### src/rtl/prod_serializer_128to32_pkg.sv
// Shared types and widths for the 128-to-32 product serializer.
package prod_ser_pkg;

    localparam int WORD_W         = 32;
    localparam int PROD_W         = 128;
    localparam int WORDS_PER_PROD = 4;
    localparam int WIDX_W         = $clog2(WORDS_PER_PROD);

    typedef logic [PROD_W-1:0] prod_t;
    typedef logic [WORD_W-1:0] word_t;
    typedef logic [WIDX_W-1:0] widx_t;

    function automatic word_t word_of(input prod_t p, input widx_t idx);
        return p[WORD_W*idx +: WORD_W];
    endfunction

endpackage

### src/rtl/prod_serializer_128to32_if.sv
// 32-bit valid/ready word stream leaving the serializer.
interface prod_serializer_128to32_if;
    import prod_ser_pkg::*;

    word_t out_data;
    logic  out_valid;
    logic  out_ready;
    logic  out_last;

    modport master (output out_data, output out_valid, output out_last, input out_ready);
    modport slave  (input out_data, input out_valid, input out_last, output out_ready);
endinterface

### src/rtl/prod_serializer_128to32_fifo.sv
// Synchronous FIFO; a push is accepted while full when a pop completes in the same cycle.
module prod_fifo #(
    parameter int DEPTH = 4,
    parameter int WIDTH = 128
) (
    input  logic                     clk,
    input  logic                     rst_n,
    input  logic                     push,
    input  logic                     pop,
    input  logic [WIDTH-1:0]         din,
    output logic [WIDTH-1:0]         dout,
    output logic                     full,
    output logic                     empty,
    output logic [$clog2(DEPTH):0]   level
);

    localparam int AW = $clog2(DEPTH);

    logic [WIDTH-1:0] mem [DEPTH];
    logic [AW-1:0]    wr_ptr;
    logic [AW-1:0]    rd_ptr;
    logic [AW:0]      level_q;
    logic             do_push;
    logic             do_pop;

    assign full    = (level_q == (AW+1)'(DEPTH));
    assign empty   = (level_q == '0);
    assign do_pop  = pop && !empty;
    assign do_push = push && (!full || do_pop);
    assign level   = level_q;
    assign dout    = mem[rd_ptr];

    // NOTE: state registers use non-blocking assignments so every flop samples pre-edge values.
    always_ff @(posedge clk) begin
        if (!rst_n) begin
            wr_ptr  <= '0;
            rd_ptr  <= '0;
            level_q <= '0;
        end else begin
            if (do_push) wr_ptr <= wr_ptr + 1'b1;
            if (do_pop)  rd_ptr <= rd_ptr + 1'b1;
            unique case ({do_push, do_pop})
                2'b10:   level_q <= level_q + 1'b1;
                2'b01:   level_q <= level_q - 1'b1;
                default: level_q <= level_q;
            endcase
        end
    end

    // NOTE: storage is deliberately not reset; level gates every read, so stale entries are never seen.
    always_ff @(posedge clk) begin
        if (do_push) mem[wr_ptr] <= din;
    end

endmodule

### src/rtl/prod_serializer_128to32.sv
// Captures multiplier products via a latency-matched valid delay line and drains them as 32-bit words.
// Optional PROD_SER_OVF_CNT_EN adds a saturating dropped-product counter port ovf_cnt.
module prod_serializer_128to32
    import prod_ser_pkg::*;
#(
    parameter int MUL_LATENCY = 3,
    parameter int DEPTH       = 4
) (
    input  logic                          clk,
    input  logic                          rst_n,
    input  logic                          issue_valid,
    input  prod_t                         prod_in,
    prod_serializer_128to32_if.master     strm,
    output logic                          ovf,
`ifdef PROD_SER_OVF_CNT_EN
    output logic [7:0]                    ovf_cnt,
`endif
    input  logic                          ovf_clr,
    output logic [$clog2(DEPTH):0]        fifo_level
);

    logic [MUL_LATENCY-1:0] vsr;
    logic                   arrive;
    widx_t                  widx;
    prod_t                  head;
    logic                   full;
    logic                   empty;
    logic                   hs;
    logic                   pop;
    logic                   drop;

    always_ff @(posedge clk) begin
        if (!rst_n) begin
            vsr <= '0;
        end else begin
            vsr[0] <= issue_valid;
            for (int i = 1; i < MUL_LATENCY; i++) begin
                vsr[i] <= vsr[i-1];
            end
        end
    end

    // The tail of the delay line marks the cycle in which prod_in carries a real product.
    assign arrive = vsr[MUL_LATENCY-1];
    assign hs     = strm.out_valid && strm.out_ready;
    assign pop    = hs && (widx == widx_t'(WORDS_PER_PROD-1));
    assign drop   = arrive && full && !pop;

    prod_fifo #(
        .DEPTH (DEPTH),
        .WIDTH (PROD_W)
    ) u_fifo (
        .clk   (clk),
        .rst_n (rst_n),
        .push  (arrive),
        .pop   (pop),
        .din   (prod_in),
        .dout  (head),
        .full  (full),
        .empty (empty),
        .level (fifo_level)
    );

    always_ff @(posedge clk) begin
        if (!rst_n) begin
            widx <= '0;
        end else if (pop) begin
            widx <= '0;
        end else if (hs) begin
            widx <= widx + 1'b1;
        end
    end

    // Outputs derive only from registered state, so out_ready never feeds back combinationally.
    assign strm.out_valid = !empty;
    assign strm.out_data  = empty ? '0 : word_of(head, widx);
    assign strm.out_last  = !empty && (widx == widx_t'(WORDS_PER_PROD-1));

    always_ff @(posedge clk) begin
        if (!rst_n) begin
            ovf <= 1'b0;
        end else if (drop) begin
            ovf <= 1'b1;
        end else if (ovf_clr) begin
            ovf <= 1'b0;
        end
    end

`ifdef PROD_SER_OVF_CNT_EN
    always_ff @(posedge clk) begin
        if (!rst_n) begin
            ovf_cnt <= '0;
        end else if (drop) begin
            if (ovf_clr)              ovf_cnt <= 8'd1;
            else if (ovf_cnt != 8'hFF) ovf_cnt <= ovf_cnt + 8'd1;
        end else if (ovf_clr) begin
            ovf_cnt <= '0;
        end
    end
`endif

endmodule
### src/flat_wrapper.sv
// flat-port wrapper written by rule: the top's interface ports become plain ports
module prod_serializer_128to32_flat import prod_ser_pkg::*;
#(
    parameter int MUL_LATENCY = 3,
    parameter int DEPTH       = 4
)
  (clk, rst_n, issue_valid, prod_in, ovf, ovf_clr, fifo_level, strm_out_data, strm_out_valid, strm_out_last, strm_out_ready);
  prod_serializer_128to32_if strm_i ();
  input  logic clk;
  input  logic rst_n;
  input  logic issue_valid;
  input  prod_t prod_in;
  output logic ovf;
  input  logic ovf_clr;
  output logic [$clog2(DEPTH):0] fifo_level;
  output wire logic [$bits(strm_i.out_data)-1:0] strm_out_data;
  output wire logic [$bits(strm_i.out_valid)-1:0] strm_out_valid;
  output wire logic [$bits(strm_i.out_last)-1:0] strm_out_last;
  input wire logic [$bits(strm_i.out_ready)-1:0] strm_out_ready;
  assign strm_out_data = strm_i.out_data;
  assign strm_out_valid = strm_i.out_valid;
  assign strm_out_last = strm_i.out_last;
  assign strm_i.out_ready = strm_out_ready;
  prod_serializer_128to32 #(.MUL_LATENCY(MUL_LATENCY), .DEPTH(DEPTH)) u_core (.clk(clk), .rst_n(rst_n), .issue_valid(issue_valid), .prod_in(prod_in), .strm(strm_i), .ovf(ovf), .ovf_clr(ovf_clr), .fifo_level(fifo_level));
endmodule
### config.mk
export PLATFORM = sky130hd
export DESIGN_NAME = prod_serializer_128to32_flat
export DESIGN_NICKNAME = d
export VERILOG_FILES = /design/src/rtl/prod_serializer_128to32_pkg.sv /design/src/rtl/prod_serializer_128to32_if.sv /design/src/rtl/prod_serializer_128to32_fifo.sv /design/src/rtl/prod_serializer_128to32.sv /design/src/flat_wrapper.sv
export SDC_FILE = /design/constraint.sdc
export NUM_CORES = 1
export LEC_CHECK = 0
export ABC_AREA = 1
export CAP_MARGIN = 10
export CORE_MARGIN = 2
export CORE_UTILIZATION = 30
export DETAILED_ROUTE_END_ITERATION = 7
export SYNTH_ARGS = -nofsm -noshare
export SYNTH_HDL_FRONTEND = slang
export SYNTH_SLANG_ARGS = --single-unit
### constraint.sdc
create_clock -name clk -period 13.9 [get_ports clk]
set_clock_uncertainty 0.2 [all_clocks]
set_input_delay 2.085 -clock clk [delete_from_list [all_inputs] [get_ports clk]]
set_output_delay 2.085 -clock clk [all_outputs]
set_load 0.02 [all_outputs]
# Word level (Yosys, flattened, before mapping)
# Memories as Yosys holds them, arrays and structs flattened. A register that Yosys moved wholly into a read port is not among the register bits.
# Index checks and enable logic that the tools add are counted.
# totals
reg_bits,13
mem_bits_rw,512
inputBits,133
output_inout_bits,38
word_cells,41
mem_count,1
# mem_list
memory,words,word_bits,read_ports,rd_ports_with_merged_regs,wr,line,rtl
u_core.u_fifo.mem,4,128,1,1,1,prod_serializer_128to32_fifo.sv:19,logic [WIDTH-1:0] mem [DEPTH];
# op_classes
n_addsub,5
n_eq_ne,4
n_shift,1
mux,8
n_bitwise,1
n_reduce_logical,15
# ops
op,count
indexed part select 128 x 8 -> 32 bit,1
2-to-1 mux 32 bit,1
logical AND 1 bit,7
"adder 2 x 1 -> 2 bit, second input constant",3
one-hot mux 3 bit (2 select lines),1
"== test 2 bit, second input constant",2
2-to-1 mux 1 bit,4
2-to-1 mux 2 bit,2
nonzero test 2 bit,2
"adder 3 x 1 -> 3 bit, second input constant",1
"== test 3 bit, second input constant",1
zero test 1 bit,3
zero test 3 bit,1
"subtractor 3 x 1 -> 3 bit, second input constant",1
"== test 2 x 1 -> 1 bit, second input constant",1
OR reduction 2 bit,1
logical OR 1 bit,1
NOT 1 bit,1

# Depth between registers and ports, before layout
# depth
depth_word,9
mapped_depth,12
mapped_depth_nobuf,11

# By module
# From an unflattened synthesis, not the netlist that was laid out.
# unflattened
cells_unflattened,1713
hier_area_um2,21647.0
# modules_own_cells
module,n_inst,cells_each,area_each_um2,seq_area_each_um2
prod_fifo,1,1302,19824.0,15554.9
prod_serializer_128to32,1,411,1823.0,120.1

# Worst setup path after synthesis
# Ideal clock, no wire load.
# synth_path
path_type,in2reg
startpoint,in strm_out_ready
endpoint,mem u_core.u_fifo.mem[0][0] (enable)
setup_time_ns,0.617
t_arrival_ns,7.790
t_required_ns,13.083
slack_ns,5.293
stages,4
path_buffers,0
cell_sequence,nand3_1 > nand3_1 > nand2_1 > nor2_1
# synth_via
elab_chain_cells,7
# synth_lines
item,line,rtl
"start, declared",flat_wrapper.sv:19,input wire logic [$bits(strm_i.out_ready)-1:0] strm_out_ready;
logical AND 1 bit,prod_serializer_128to32.sv:45,assign hs = strm.out_valid && strm.out_ready;
logical AND 1 bit,prod_serializer_128to32.sv:46,assign pop = hs && (widx == widx_t'(WORDS_PER_PROD-1));
logical AND 1 bit,prod_serializer_128to32_fifo.sv:28,assign do_pop = pop && !empty;
logical OR 1 bit,prod_serializer_128to32_fifo.sv:29,assign do_push = push && (!full || do_pop);
logical AND 1 bit,prod_serializer_128to32_fifo.sv:29,
2-to-1 mux 1 bit,prod_serializer_128to32_fifo.sv:52,if (do_push) mem[wr_ptr] <= din;
2-to-1 mux 1 bit (not written as such),prod_serializer_128to32_fifo.sv:52,
"end, declared",prod_serializer_128to32_fifo.sv:19,
# No other way between the ends.

==> impl_results.md <==
- H-Tree Depth: 2
- Setup slack, reg-to-reg: 9.50 ns
- RR Startpoint: u_core.widx[0]$_SDFFE_PP0P_
- Initial antenna violation count: 27
- CTS Root Cell: clkbuf_16
- Leak: 8.96 nW
- DR vias/cell: 4.69
- Final period util: 52.8%
- Setup bufs post-CTS: 0
- Share of layout cells above drive strength 1: 5.20%
- Fin. max-slew vios: 0
- Synth top area cells: edfxtp_1, nand2_1, nor2_1, nand3_1, o21ai_0
- IO buf count: 170
- Status: complete, no violations
- IO Count: 171
- Routed WL per cell: 20.5 um
- Via Count: 13900
- Post-CTS Hold Buffers: 0
- Cell depth of the worst flop-to-flop path: 7
- CP Launch Type: flip-flop
- Die ar.: 0.0730 mm2
- Synth cell types: 20
- Max Root-Sink Buffers: 3
- Global-route wire length before repair: 89400 um
- Core ar.: 0.0701 mm2
- Max Freq: 0.136 GHz
- Final setup violation count: 0
- RePlAce Congestion: 0.758
- Kind of end point of the critical path: output pin
- Row cnt: 97
- Largest net degree at the start of global routing: 129
- Tmin final: 7.34 ns
- CTS tree: built
- Clk_lat worst skew: 0.61 ns
- Total gr overflow: 0
- Hold depth: 2
- Syn_nets: 1982
- Commonest cells after routing, fill and taps aside: nand2_1, edfxtp_1, nor2_1, nand3_1, clkdlybuf4s50_1
- Unrepaired setup endpoints after global routing: no
- DRT Pass-1 Iters: 6
- Most common cell after layout, fill and taps aside: nand2_1
- Crit path max fanout: 94
- Clock transition at path regs: 0.06 ns
- PwrDens: 128 mW/mm2
- Final wirelength: 60900 um
- Critical path class: reg2out
- Final instance area: 0.0256 mm2
- Sequential area share after synthesis: 73.7%
- Vias in the first global route: 13300
- Worst VDD drop: 0.0903 mV
- Placed Area: 0.0238 mm2
- Number of synthesized register bits: 527
- Die width: 270 um
- Post-Syn Area per Cell: 11.5 um2
- Resized Gates After CTS: 0
- Syn Inst Count: 1843
- Die Ht: 270 um
- Nets: 2119
- Hold Path Origin: u_core.vsr[1]$_SDFF_PN0_
- HP Class: reg2reg
- Post-Synthesis Cell Area: 0.0213 mm2
- Initial Utilization: 30.3%
- Residual DRC count: 0
- Yosys warns: 0
- Total track usage: 16.5%
- Post-detailed-route count of antenna-violating nets: 0
- RR Endpoint: u_core.u_fifo.mem[1][2]$_DFFE_PP_
- Max Cap Viol: 0
- Headroom to the max-slew limit: 28.1%
- WP data required: 11.61 ns
- Setup TNS: 0 ns
- Synth area leader: edfxtp_1
- Iter 0 DRT Violations: 1217
- Slew @ Worst Pin: 1.08 ns
- Dpl hpwl: 37200 um
- Clk sink count: 527
- TritonCTS buffer count: 55
- Area Overhead vs Synth: 20.4%
- Fin. Hold Viols: 0
- Top-area cell type share of the netlist area: 72.3%
- Crit path DAT: 5.05 ns
- Hold Path End: u_core.vsr[2]$_SDFF_PN0_
[layout make-up]
| type | count | area, um2 |
|---|---|---|
| Fill cell | 6772 | 44600 |
| Sequential cell | 527 | 15700 |
| Multi-Input combinational cell | 1179 | 4990 |
| Timing Repair Buffer | 190 | 1860 |
| Clock buffer | 71 | 1460 |
| Tap cell | 940 | 1180 |
| Clock inverter | 27 | 274 |
| Inverter | 27 | 109 |
| Antenna cell | 12 | 30.0 |
[registers in the layout, indices dropped and copies added, names as in the netlist, named ones only]
register / count
u_core.u_fifo.mem: 512
u_core.u_fifo.wr_ptr: 2
u_core.u_fifo.level: 3
u_core.vsr: 3
u_core.u_fifo.rd_ptr: 2
u_core.widx: 2
u_core.ovf: 1
[metrics by stage]
| step | hold slack, ns | setup WS (ns) | std cells | power [mW] | util (%) |
|---|---|---|---|---|---|
| 6_report | 0.219 | 6.56 | 2973 | 3.29 | 36.5 |
| 2_1_floorplan | 0.190 | 5.29 | 1843 | 1.82 | - |
| 4_1_cts | 0.224 | 6.50 | 2961 | 3.31 | 36.4 |
| 5_1_grt | 0.244 | 6.22 | 2963 | 3.38 | 36.4 |
| 3_3_place_gp | 0.199 | 7.21 | 2863 | 1.90 | 34.0 |
| 3_5_place_dp | 0.209 | 7.18 | 2863 | 1.90 | 34.0 |
[Yosys cell counts]
library cell,instances
buf_1,22
inv_1,25
nand2_1,529
nand4_1,3
edfxtp_1,512
a21boi_0,1
ha_1,5
clkinv_1,1
buf_12,1
clkinv_2,1
buf_2,28
nand3_1,196
buf_4,1
buf_6,7
nor2_1,271
dfxtp_1,15
o21ai_0,134
fa_1,1
clkbuf_1,51
a21oi_1,39
[power by group]
group	switching [mW]	internal, mW
logic	0.0643	0.0503
registers	0.00260	1.75
clock network	0.588	0.829
total	0.655	2.63
[cell families after synthesis]
family	share of synthesized area (%)
compound gates	4.11
fa+ha+maj	0.388
buf+inv	2.93
flops	73.7
simple gates	18.8
[metal layers]
metal | global-route usage (%) | share of wire [%] | routed length, um
met5 | 0 | 0.21 | 128
met4 | 4.86 | 2.2 | 1320
met3 | 4.75 | 8.7 | 5300
met2 | 26.3 | 47 | 28500
met1 | 21.8 | 42 | 25700
[worst max-delay path by stage]
stage	slack (ns)	startpoint	cells after the start	end
final	6.56	flip-flop	10	strm_out_data[30]
after global routing	6.22	flip-flop	10	strm_out_data[25]
after CTS	6.50	flip-flop	10	strm_out_data[25]
after detailed placement	7.18	flip-flop	10	strm_out_data[25]
after global placement	7.21	flip-flop	10	strm_out_data[25]
after floorplan	5.29	strm_out_ready	4	u_core.u_fifo.mem[0][0]$_DFFE_PP_
[worst max-delay path, stage by stage, from the launching register on]
cell and delay, ns:
dfxtp_4 0.58, inv_6 0.56, buf_4 0.74, buf_4 0.87, nand2_1 0.11, nand2_1 0.10
nand2_1 0.05, nand3_1 0.13, nand3_1 0.14, a21oi_1 0.31, clkdlybuf4s50_1 0.66
(Power assumes the default switching activity.)
